$ cat src/rtl/rr_arb7.sv
// rtl/rr_arb7.sv - seven-way round-robin arbiter with hold timeout
// One grant at a time, one idle bubble between grants, grant revoked after TIMEOUT cycles without done.
module rr_arb7 #(
   parameter int TIMEOUT = 16
) (
   input  logic       clk,
   input  logic       rst,
   input  logic [6:0] req,
   input  logic       done,
   output logic [6:0] gnt,
   output logic [2:0] sel,
   output logic       busy,
   output logic       timeout_err
);

   localparam logic [0:0] S_IDLE  = 1'b0;
   localparam logic [0:0] S_GRANT = 1'b1;
   localparam logic [7:0] HOLD_MAX = 8'(TIMEOUT - 1);

   logic [0:0] state_q, state_d;
   logic [6:0] gnt_q, gnt_d;
   logic [2:0] sel_q, sel_d;
   logic       busy_q, busy_d;
   logic       terr_q, terr_d;
   logic [7:0] cnt_q, cnt_d;
   logic [2:0] last_q, last_d;

   logic [2:0] win;
   logic       found;
   logic [3:0] cand;

   // Rotating search starting just above the last grantee, wrapping modulo 7.
   always_comb begin
      win   = 3'd0;
      found = 1'b0;
      cand  = 4'd0;
      for (int k = 1; k <= 7; k++) begin
         cand = {1'b0, last_q} + 4'(k);
         if (cand >= 4'd7) cand = cand - 4'd7;
         if (!found && req[cand[2:0]]) begin
            win   = cand[2:0];
            found = 1'b1;
         end
      end
   end

   logic hold_end, withdrew, release_now, timed_out;

   assign hold_end    = (cnt_q == HOLD_MAX);
   assign withdrew    = !req[sel_q];
   assign release_now = done || withdrew || hold_end;
   // A withdrawal or done on the final hold cycle counts as a normal completion.
   assign timed_out   = hold_end && !done && !withdrew;

   always_comb begin
      state_d = state_q;
      gnt_d   = gnt_q;
      sel_d   = sel_q;
      busy_d  = busy_q;
      terr_d  = 1'b0;
      cnt_d   = cnt_q;
      last_d  = last_q;
      case (state_q)
         S_IDLE: begin
            if (found) begin
               state_d = S_GRANT;
               gnt_d   = 7'(1) << win;
               sel_d   = win;
               busy_d  = 1'b1;
               cnt_d   = 8'd0;
               last_d  = win;
            end
         end
         default: begin
            if (release_now) begin
               state_d = S_IDLE;
               gnt_d   = 7'd0;
               sel_d   = 3'd0;
               busy_d  = 1'b0;
               cnt_d   = 8'd0;
               terr_d  = timed_out;
            end else begin
               cnt_d = cnt_q + 8'd1;
            end
         end
      endcase
   end

   always_ff @(posedge clk) begin
      if (rst) begin
         state_q <= S_IDLE;
         gnt_q   <= 7'd0;
         sel_q   <= 3'd0;
         busy_q  <= 1'b0;
         terr_q  <= 1'b0;
         cnt_q   <= 8'd0;
         last_q  <= 3'd6;
      end else begin
         state_q <= state_d;
         gnt_q   <= gnt_d;
         sel_q   <= sel_d;
         busy_q  <= busy_d;
         terr_q  <= terr_d;
         cnt_q   <= cnt_d;
         last_q  <= last_d;
      end
   end

   assign gnt         = gnt_q;
   assign sel         = sel_q;
   assign busy        = busy_q;
   assign timeout_err = terr_q;

endmodule
$ cat config.mk
export PLATFORM = sky130hd
export DESIGN_NAME = rr_arb7
export DESIGN_NICKNAME = d
export VERILOG_FILES = /design/src/rtl/rr_arb7.sv
export SDC_FILE = /design/constraint.sdc
export NUM_CORES = 1
export LEC_CHECK = 0
export BUFFER_PORTS_ARGS = -buffer_cell sky130_fd_sc_hd__buf_2
export CAP_MARGIN = 20
export CORE_MARGIN = 2
export CORE_UTILIZATION = 45
export DETAILED_ROUTE_END_ITERATION = 12
export MAX_ROUTING_LAYER = met4
export PLACE_DENSITY_LB_ADDON = 0.05
export SLEW_MARGIN = 20
export SYNTH_ARGS = -nofsm -noshare
export SYNTH_HDL_FRONTEND = slang
export SYNTH_SLANG_ARGS = --single-unit
$ cat constraint.sdc
create_clock -name clk -period 6.9 [get_ports clk]
set_input_delay 0.69 -clock clk [delete_from_list [all_inputs] [get_ports clk]]
set_output_delay 0.69 -clock clk [all_outputs]
set_load 0.01 [all_outputs]
==> summary.md, run 1 <==
| Metric | Value |
|---|---|
| Most common cell after layout, fill and taps aside | nor2_1 |
| HPWL after DPL | roughly 6300 um |
| R2R depth | 11 |
| Total routed wirelength | around 8400 um |
| Initial antenna violation count | 0 |
| Net count after synthesis | ~390 |
| Synth Warn # | 0 |
| Syn Area/Cell | roughly 7.8 um^2 |
| N_diodes | 0 |
| Starting DRC count in detailed routing | about 180 |
| Status | finished, final reports clean |
| Clock skew | 3.77 ps |
| Post-CTS resize count | 0 |
| PortBufs | 21 |
| Post-synth EDFFs | 0 |
| Postcts setup bufs | 0 |
| FF-to-FF Start | last_q[1] |
| Total number of vias | ~2800 |
| Worst r2r dst | gnt[5] |
| Critical path type | reg2reg |
| First-pass GRT wire length | roughly 14000 um |
| Layout area overhead | 3.54% |
| Internal reg-to-reg setup slack | around 2600 ps |
| Startpoint types | flop |
| Share of layout cells above drive strength 1 | approximately 16% |
| Clk_lat worst skew | 260 ps |
| Clock Sinks | 24 |
| Root Buffer | clkbuf_8 |
| CTS tree | yes |
| Cts hold-fix bufs | 0 |
| Pin count of the biggest net entering global routing | 32 |
| NumNets Final | 390 |
| Clock transition at the registers of the reported paths | around 80 ps |
| Arr. time, crit path | about 4400 ps |
| Io pins | 22 |
| Rel. slew slack | about 36% |
| Slew Viols, Final | 0 |
| Worst path required time | 7060 ps |
| CTS max path bufs | 2 |
| Initial Utilization | between 40% and 50% |
| Sequential share of the synthesized area | between 10% and 20% |
| Crit path capture | gnt[5] |
| H-tree levels | 1 |
| Synth Flop Type | dfxtp_1 |
| Mapped Cells | 366 |
| Largest fanout on the critical path | 31 |
| Synth Register Bits | 24 |
| Core Util, Final | 47.4% |
| Core ar. | roughly 6200 um^2 |
| Setup-failing EPs final | 0 |
| Final Hold Vio Count | 0 |
| Area leader, netlist | dfxtp_1 |
| Worst Tran Pin Value | approximately 960 ps |
| Most frequent cells in the layout | 31 x nor2_1, 28 x nand2_1, 27 x a21oi_1, 24 x dfxtp_1, 21 x buf_2 |
| Netlist cell types | 84 |
| Horiz. Die Dim | approximately 84 um |
| Crit. End Element | flop |
| Gr usage total | about a quarter |
| Fin crit period | between 4000 and 5000 ps |
| Final worst-path cycle share | approximately 60% |
| Start point of the critical path | last_q[1] |
| Drt pass-1 iters | 5 |
| Die height | approximately 84 um |
| CTS Buf Count | 3 |
| GPL Wtd Cong | between 1 and 1.5 |
| Synthesized area | 2860 um^2 |
| Post-synth ARST share | 0% |
| Top post-synthesis cells by area | dfxtp_1 17%, mux2i_1 5.3%, ha_1 4.8% |
| Cell Rows | 29 |
| Synth top area share | about 17% |
| RSZ-0062 raised after global routing | no |
| Wire per inst | approximately 19 um |
| Post-route ant nets | 0 |
| # DRC | 0 |
| Worst Hold Class | reg2reg |
| Die area | between 7000 and 8000 um^2 |
| Filler instances | 642 |
| Setup TNS | 0 ps |
| Mean number of vias per cell | approximately 6.4 |
| Vias in the first global route | 2738 |
| FMAX | roughly 230 MHz |
| GRT Residual Overflow | 0 |
| Max-Cap Viols | 0 |
==> sequential cells by signal, summed over array words and instances (netlist names) <==
signal and cells:
cnt_q 8, gnt 7, last_q 3, sel 3
busy 1, state_q 1, timeout_err 1
==> cell type report <==
cell class,count,area [um^2],share of cell area [%]
Clock buffer,3,41.3,1.39
Inverter,14,52.6,1.78
Multi-Input combinational cell,302,2170,73.3
Sequential cell,24,480,16.2
Tap cell,77,96.3,3.25
Timing Repair Buffer,23,120,4.06
==> worst min path at each step <==
stage,slack [ps],start,cells past startpoint,endpoint
floorplan,440,cnt_q[3],2,cnt_q[3]
finish,470,gnt[2],1,gnt[2]
global placement,450,gnt[2],1,gnt[2]
global route,490,gnt[0],1,gnt[0]
detailed placement,450,gnt[2],1,gnt[2]
CTS,470,gnt[2],1,gnt[2]
==> cell families (layout without fill, tap and decap cells) <==
group	after synthesis	after routing	synth area share (%)
AOI/OAI and AO/OA	121	121	32.7
xor gates and xnor gates	4	4	1.23
adders and majority gates	12	12	5.51
buffers and inverters	40	40	7.31
DFF	24	24	16.8
muxes	21	21	8.01
and+or+nand+nor	144	144	28.4
==> cells in the mapped netlist, drive strengths merged, types with 4 or more instances <==
| master | count |
|---|---|
| nand3 | 9 |
| a221oi | 7 |
| o22ai | 5 |
| nand4 | 4 |
| a32o | 8 |
| a31oi | 5 |
| ha | 11 |
| o221ai | 4 |
| and3 | 8 |
| nand2 | 28 |
| a211oi | 5 |
| dfxtp | 24 |
| buf | 20 |
| or2 | 6 |
| nand2b | 13 |
| a21oi | 28 |
| mux2 | 5 |
| inv | 14 |
| nand3b | 9 |
| nor2 | 31 |
| clkbuf | 6 |
| a21o | 5 |
| mux2i | 15 |
| a211o | 4 |
| nor2b | 9 |
| nor3 | 8 |
| o21ai | 16 |
| and2 | 5 |
==> stage by stage <==
stage	hold WS [ps]	area, um^2	std cells	setup WS [ps]
floorplan	444	2860	366	3220
CTS	474	2960	443	2650
finish	469	2960	443	2640
global route	489	2960	443	2260
global placement	447	2920	440	2730
detailed placement	454	2920	440	2690
==> worst max-delay path: stages (launching register included) <==
cell and delay, ps:
dfxtp_1 610, inv_1 250, ha_1 980, or3b_1 440
nand2_1 80, a221oi_1 100, and3_1 220, nor4_4 460
nand2_1 150, o21bai_2 430, nor3_1 150, a32o_1 280
==> routing by layer <==
metal / global-route usage (%) / part of all wire (%)
met1: 31.2 / 43
met2: 41.9 / 47
met3: 1.88 / 5.2
met4: 10.9 / 4.5
met5: - / 0
Power of run 1 is not shown: default switching activity piles up to over one toggle a cycle in this logic, so the estimate is an artifact.
==> run 2, diff against run 1 <==
--- a/config.mk
+++ b/config.mk
@@ -5,6 +5,7 @@
 export SDC_FILE = /design/constraint.sdc
 export NUM_CORES = 1
 export LEC_CHECK = 0
+export ABC_AREA = 1
 export BUFFER_PORTS_ARGS = -buffer_cell sky130_fd_sc_hd__buf_2
 export CAP_MARGIN = 20
 export CORE_MARGIN = 2
==> constraint.sdc (replaced) <==
create_clock -name clk -period 4.4 [get_ports clk]
set_input_delay 0.44 -clock clk [delete_from_list [all_inputs] [get_ports clk]]
set_output_delay 0.44 -clock clk [all_outputs]
set_load 0.01 [all_outputs]
==> run 2 against run 1 <==
Effect of this change:
- global-route usage is 0.37 points lower
- hold slack worse by 3.0 ps
- final area is 0.72% lower
- non-clock buffer count is 1 lower
- critical endpoint is now sel[1]
- highest routed layer unchanged
==> summary.md, run 2 <==
| Metric | Value |
|---|---|
| Status | finished, final reports clean |
| Clock Sinks | 24 (unchanged) |
| Share of layout cells above drive strength 1 | 15.0% (-0.59 points) |
| # DRC | 0 (unchanged) |
| H-tree levels | 1 (unchanged) |
| Total number of vias | 3072 (+7.9%) |
| Place WS | 766 ps (-1920 ps) |
| Max-Cap Viols | 0 (unchanged) |
| Rel. slew slack | 59.0% (+23 points) |
| Horiz. Die Dim | 81.7 um (-2.4%) |
| Die area | 6680 um^2 (-4.7%) |
| Worst Tran Pin Value | 615 ps (-341 ps) |
| Pin count of the biggest net entering global routing | 20 (-38%) |
| Fin crit period | 3690 ps (-574 ps) |
| Synth Flop Type | dfxtp_1 |
| Final Hold Vio Count | 0 (unchanged) |
| Wire per inst | 13.6 um (-29%) |
| Slew Viols, Final | 0 (unchanged) |
| Top post-synthesis cells by area | nand2_1 20%, dfxtp_1 18%, nand3_1 13% |
| Leading cell type by number of instances after synthesis | nand2_1 |
| Sequential share of the synthesized area | 17.7% (+0.87 points) |
| GPL Wtd Cong | 0.939 (-8.6%) |
| Cell Rows | 28 (-3.4%) |
| CP most frequent cell | nand2_1 |
| Area after DPL | 2880 um^2 (-1.2%) |
| Area of the multi-input gates | 1950 um^2 (-10%) |
| Crit. End Element | flop |
| Syn Area/Cell | 5.75 um^2 (-26%) |
| Synthesized area | 2720 um^2 (-4.9%) |
| Setup TNS | 0 ps (unchanged) |
| Gr usage total | 24.7% (-0.37 points) |
| Root Buffer | clkbuf_8 |
| Starting DRC count in detailed routing | 369 (+100%) |
| Seq. cell area | 480 um^2 (unchanged) |
| Internal reg-to-reg setup slack | 710 ps (-1930 ps) |
| CTS max path bufs | 2 (unchanged) |
| Largest fanout on the critical path | 15 (-52%) |
| First-pass GRT wire length | 12600 um (-10%) |
| Fin area | 2940 um^2 (-0.72%) |
| CTS Buf Count | 3 (unchanged) |
| Die height | 81.7 um (-2.4%) |
| Core Util, Final | 49.9% (+2.5 points) |
| Post-CTS resize count | 0 (unchanged) |
| Largest register FFs | 8 (unchanged) |
| Most common cell after layout, fill and taps aside | nand2_1 |
| Mean number of vias per cell | 5.40 (-16%) |
| Post-synth EDFFs | 0 (unchanged) |
| Crit-path slowest cell | dfxtp_1 |
| Cts hold-fix bufs | 0 (unchanged) |
| Reg with most FFs | cnt_q |
| Critical path type | reg2reg |
| Post-synth ARST share | 0% (unchanged) |
| Clock transition at the registers of the reported paths | 90 ps (about the same) |
| N_diodes | 0 (unchanged) |
| Most frequent cells in the layout | 148 x nand2_1, 69 x nand3_1, 57 x inv_1, 46 x nor2_1, 24 x dfxtp_1 |
| Post-route ant nets | 0 (unchanged) |
| Top cells by count, synth | 148 x nand2_1, 69 x nand3_1, 57 x inv_1 |
| Worst path required time | 4600 ps (-2460 ps) |
| Net count after synthesis | 495 (+28%) |
| Io pins | 22 (unchanged) |
| Mapped Cells | 473 (+29%) |
| Drt pass-1 iters | 6 (+1) |
| Arr. time, crit path | 3880 ps (-550 ps) |
| Synth top area share | 20.4% (+3.6 points) |
| CP delay by family, top | simple AND/OR/NAND/NOR gates |
| PortBufs | 21 (unchanged) |
| Clock skew | 2.52 ps (-1.25 ps) |
| Crit path buffers/inverters | 3 (+2) |
| CTS tree | yes |
| Total routed wirelength | 7720 um (-8.6%) |
| HPWL after DPL | 6220 um (-1.7%) |
| NumNets Final | 517 (+33%) |
| Final worst-path cycle share | 83.8% (+22 points) |
| Synth Register Bits | 24 (unchanged) |
| GRT Residual Overflow | 0 (unchanged) |
| RSZ-0062 raised after global routing | no |
| Vias in the first global route | 2587 (-5.5%) |
| Core ar. | 5890 um^2 (-5.7%) |
| Startpoint types | flop |
| FMAX | 271 MHz (+16%) |
| Largest stage delay, worst path | 720 ps (-260 ps) |
| Initial antenna violation count | 0 (unchanged) |
| Layout area overhead | 8.10% |
| Initial Utilization | 46.2% (+0.38 points) |
| Setup ws final | 711 ps (-1930 ps) |
| Synth Warn # | 0 (unchanged) |
| Critical path, cell by cell | ha_1, inv_1, fa_1, o21ai_0, nand3_1, nand2_1, nand3_2, nor2_4, nand4_1, nor2_2, nand2_1, clkinv_2, nor2_4, inv_4, nand2_1, a21oi_1 |
| Setup-failing EPs final | 0 (unchanged) |
| Netlist cell types | 34 (-60%) |
| Worst Hold Class | reg2reg |
| Filler instances | 644 (+0.31%) |
| Area leader, netlist | nand2_1 |
| Clk_lat worst skew | 270 ps (about the same) |
| Postcts setup bufs | 0 (unchanged) |
run 2: cell families (layout without fill, tap and decap cells):
kind of cell	Yosys count	after routing	share of synthesized area, %
simple gates	310	310	53.3
buf+inv	70	91	10.6
compound gates	55	55	12.0
flops	24	24	17.7
fa+ha+maj	12	12	5.80
xor+xnor	2	2	0.644
run 2: area by class of cell:
cell class | count | area share [%]
multi-input combinational | 379 | 66.3
sequential | 24 | 16.3
inverter | 65 | 8.43
timing repair buffer | 22 | 3.83
tap | 75 | 3.19
clock buffer | 4 | 1.87
run 2: worst register-to-register path, cell delays in order (launching register included):
cell,delay (ps)
dfxtp_1,720
ha_1,270
inv_1,60
fa_1,520
o21ai_0,540
nand3_1,130
nand2_1,140
nand3_2,100
nor2_4,200
nand4_1,160
nor2_2,150
nand2_1,110
clkinv_2,140
nor2_4,80
inv_4,110
nand2_1,60
a21oi_1,140
run 2: path summary, 6_finish.rpt:
| path | startpoint | end | cells past startpoint |
|---|---|---|---|
| worst max-delay path | last_q[0] | sel[1] | 16 |
| worst min-delay path | cnt_q[3] | cnt_q[3] | 2 |
| worst max register to register | last_q[0] | sel[1] | 16 |
| worst min register to register | cnt_q[3] | cnt_q[3] | 2 |
run 2: routing by layer:
layer	routed length [um]	vias to the layer above	GRT usage [%]
met5	0	-	-
met4	100	0	3.17
met3	554	10	4.07
met2	3250	118	36.5
met1	3820	1368	36.3
li1	-	1576	-
run 2: metrics by stage:
stage	cells	hold slack, ps
2_1_floorplan	473	441
6_report	569	466
5_1_grt	569	494
3_3_place_gp	565	451
3_5_place_dp	565	457
4_1_cts	569	470
Power of run 2 is left out for the same reason.
==> run 3, diff against run 2 <==
==> constraint.sdc (replaced) <==
create_clock -name clk -period 3.1 [get_ports clk]
set_input_delay 0.31 -clock clk [delete_from_list [all_inputs] [get_ports clk]]
set_output_delay 0.31 -clock clk [all_outputs]
set_load 0.01 [all_outputs]
==> run 3 against run 2 <==
Effect of this change:
- critical path depth grew 6
- final cell count grew 7.2%
- critical endpoint is now last_q[0]
- register-to-register slack got worse by 520 ps
- highest routed layer unchanged
- final area up 19%
- utilization grew 9.5 points
- die area did not move
- hold slack worse by 73 ps
- via count grew 2.6%
- flip-flop and latch count unchanged
- global-route usage grew 0.43 points
- clock-buffer cell count decreased by 1
- largest cell class unchanged
==> summary.md, run 3 (same netlist as run 2, synthesis figures left out) <==
| Metric | Value |
|---|---|
| Worst path required time | 3310 ps (-1290 ps) |
| Worst Hold Class | in2reg |
| Worst Hold Depth | 4 (+2) |
| PortBufs | 21 (unchanged) |
| Most common cell after layout, fill and taps aside | nand2_1 |
| Crit path buffers/inverters | 6 (+3) |
| Clk_lat worst skew | 270 ps (about the same) |
| NumNets Final | 558 (+7.9%) |
| Crit-path slowest cell | fa_2 |
| GPL Wtd Cong | 0.962 (+2.4%) |
| Arr. time, crit path | 3130 ps (-750 ps) |
| Fin crit period | 2910 ps (-776 ps) |
| Setup-failing EPs final | 0 (unchanged) |
| Total number of vias | 3152 (+2.6%) |
| Worst r2r dst | last_q[0] |
| GRT Residual Overflow | 0 (unchanged) |
| Clock Sinks | 24 (unchanged) |
| First-pass GRT wire length | 12900 um (+2.9%) |
| Status | finished, final reports clean |
| Initial antenna violation count | 0 (unchanged) |
| Top layer used by detailed routing | met4 |
| Mean number of vias per cell | 5.17 (-4.3%) |
| Most frequent cells in the layout | 132 x nand2_1, 61 x nand3_1, 52 x inv_1, 43 x nor2_1, 42 x buf_4 |
| Hold path endpoint | timeout_err |
| Layout area overhead | 28.6% |
| Die area | 6680 um^2 (unchanged) |
| Slew Viols, Final | 0 (unchanged) |
| Final worst-path cycle share | 94.0% (+10 points) |
| Die height | 81.7 um (unchanged) |
| Critical path type | reg2reg |
| Final Hold Vio Count | 0 (unchanged) |
| CTS tree | yes |
| Largest stage delay, worst path | 470 ps (-250 ps) |
| Largest register FFs | 8 (unchanged) |
| Met3 wire len | 311 um (-44%) |
| Post-route ant nets | 0 (unchanged) |
| Hold Path Origin | done |
| Crit. End Element | flop |
| Metal2 WL | 3570 um (+9.8%) |
| # DRC | 0 (unchanged) |
| Pin count of the biggest net entering global routing | 20 (unchanged) |
| Critical path, cell by cell | inv_2, ha_4, inv_1, fa_2, inv_2, nand2_1, nand2_2, nand2_1, nand3_2, nand2_2, nand2_2, nand2_4, nor2_4, nand3_2, nor2_4, nand4_1, inv_2, nor2_2, nor2_2, o21ai_0, buf_4, inv_1 |
| Gr usage total | 25.2% (+0.43 points) |
| Starting DRC count in detailed routing | 205 (-44%) |
| H-tree levels | 1 (unchanged) |
| Horiz. Die Dim | 81.7 um (unchanged) |
| Max-Cap Viols | 0 (unchanged) |
| Internal reg-to-reg setup slack | 190 ps (-520 ps) |
| Cell Rows | 28 (unchanged) |
| Clock skew | 6.56 ps (+4.04 ps) |
| Root Buffer | clkbuf_8 |
| Clock transition at the registers of the reported paths | 90 ps (about the same) |
| HPWL after DPL | 6220 um (+0.11%) |
| Initial Utilization | 46.2% (unchanged) |
| CTS max path bufs | 2 (unchanged) |
| Reg with most FFs | cnt_q |
| Drt pass-1 iters | 5 (-1) |
| CP delay by family, top | simple AND/OR/NAND/NOR gates |
| Rel. slew slack | 63.9% (+4.9 points) |
| Fin Hold WS | 393 ps (-72.7 ps) |
| Cts hold-fix bufs | 0 (unchanged) |
| Vias in the first global route | 2765 (+6.9%) |
| Io pins | 22 (unchanged) |
| Share of layout cells above drive strength 1 | 29.5% (+15 points) |
| Total routed wirelength | 7970 um (+3.1%) |
| Largest fanout on the critical path | 7 (-8) |
| R2R depth | 22 (+6) |
| Metal-1 WL | 4070 um (+6.7%) |
| Startpoint types | flop |
| Core ar. | 5890 um^2 (unchanged) |
| N_diodes | 0 (unchanged) |
| Wire per inst | 13.1 um (-3.8%) |
| FMAX | 343 MHz (+27%) |
| Worst Tran Pin Value | 540 ps (-74.8 ps) |
| CTS Buf Count | 3 (unchanged) |
| FF-to-FF Start | last_q[1] |
==> run 3: cell count changes in the layout (fill, tap and decap cells not counted), sizes merged <==
cell and delta:
buf +41, bufinv +1, clkbuf -1, clkinv -1, inv +1
==> run 3: worst reg2reg max path: cells and delay by family, from the launching register on <==
kind            cells  cell delay (ps)
buf+inv             6              490
fa+ha+maj           2              600
compound gates      1               90
simple gates       13             1330
flops               1              330
==> run 3: layout make-up <==
type                       instances  area (um^2)
fill                             591         2390
multi-input combinational        379         2170
sequential                        24          485
timing repair buffer              63          420
inverter                          65          250
tap                               75         93.8
clock buffer                       3         41.3
clock inverter                     1         30.0
==> run 3: worst max-delay path by stage <==
stage              start   endpoint  slack, ps  depth (start not counted)
4_1_cts        last_q[0]     sel[0]         40                         20
5_1_grt        last_q[1]  last_q[0]        -20                         21
2_1_floorplan  last_q[1]     gnt[2]        250                         17
3_3_place_gp   last_q[0]     gnt[5]        120                         21
3_5_place_dp   last_q[0]     sel[0]         70                         20
6_report       last_q[1]  last_q[0]        190                         22
==> run 3: per-stage QoR <==
stage	worst slack (ps)	utilization, %	cell area, um^2	TNS [ps]	instances
3_5_place_dp	69.9	52.7	3100	0	594
3_3_place_gp	124	52.7	3100	0	594
6_report	187	59.4	3500	0	610
5_1_grt	-23.8	59.4	3500	-79.2	610
2_1_floorplan	250	-	2720	0	473
4_1_cts	44.4	53.9	3170	0	598
==> run 3: timing repair <==
item	4_1_cts	5_1_grt
resized for setup	0	62
buffers inserted	0	13
endpoints found under the setup margin	0	21
==> run 3: metal layers <==
| layer | up-vias | track usage [%] |
|---|---|---|
| li1 | 1656 | - |
| met4 | 0 | 2.33 |
| met1 | 1421 | 37.4 |
| met5 | - | - |
| met3 | 2 | 3.19 |
| met2 | 73 | 37.6 |
Power of run 3 is left out for the same reason.
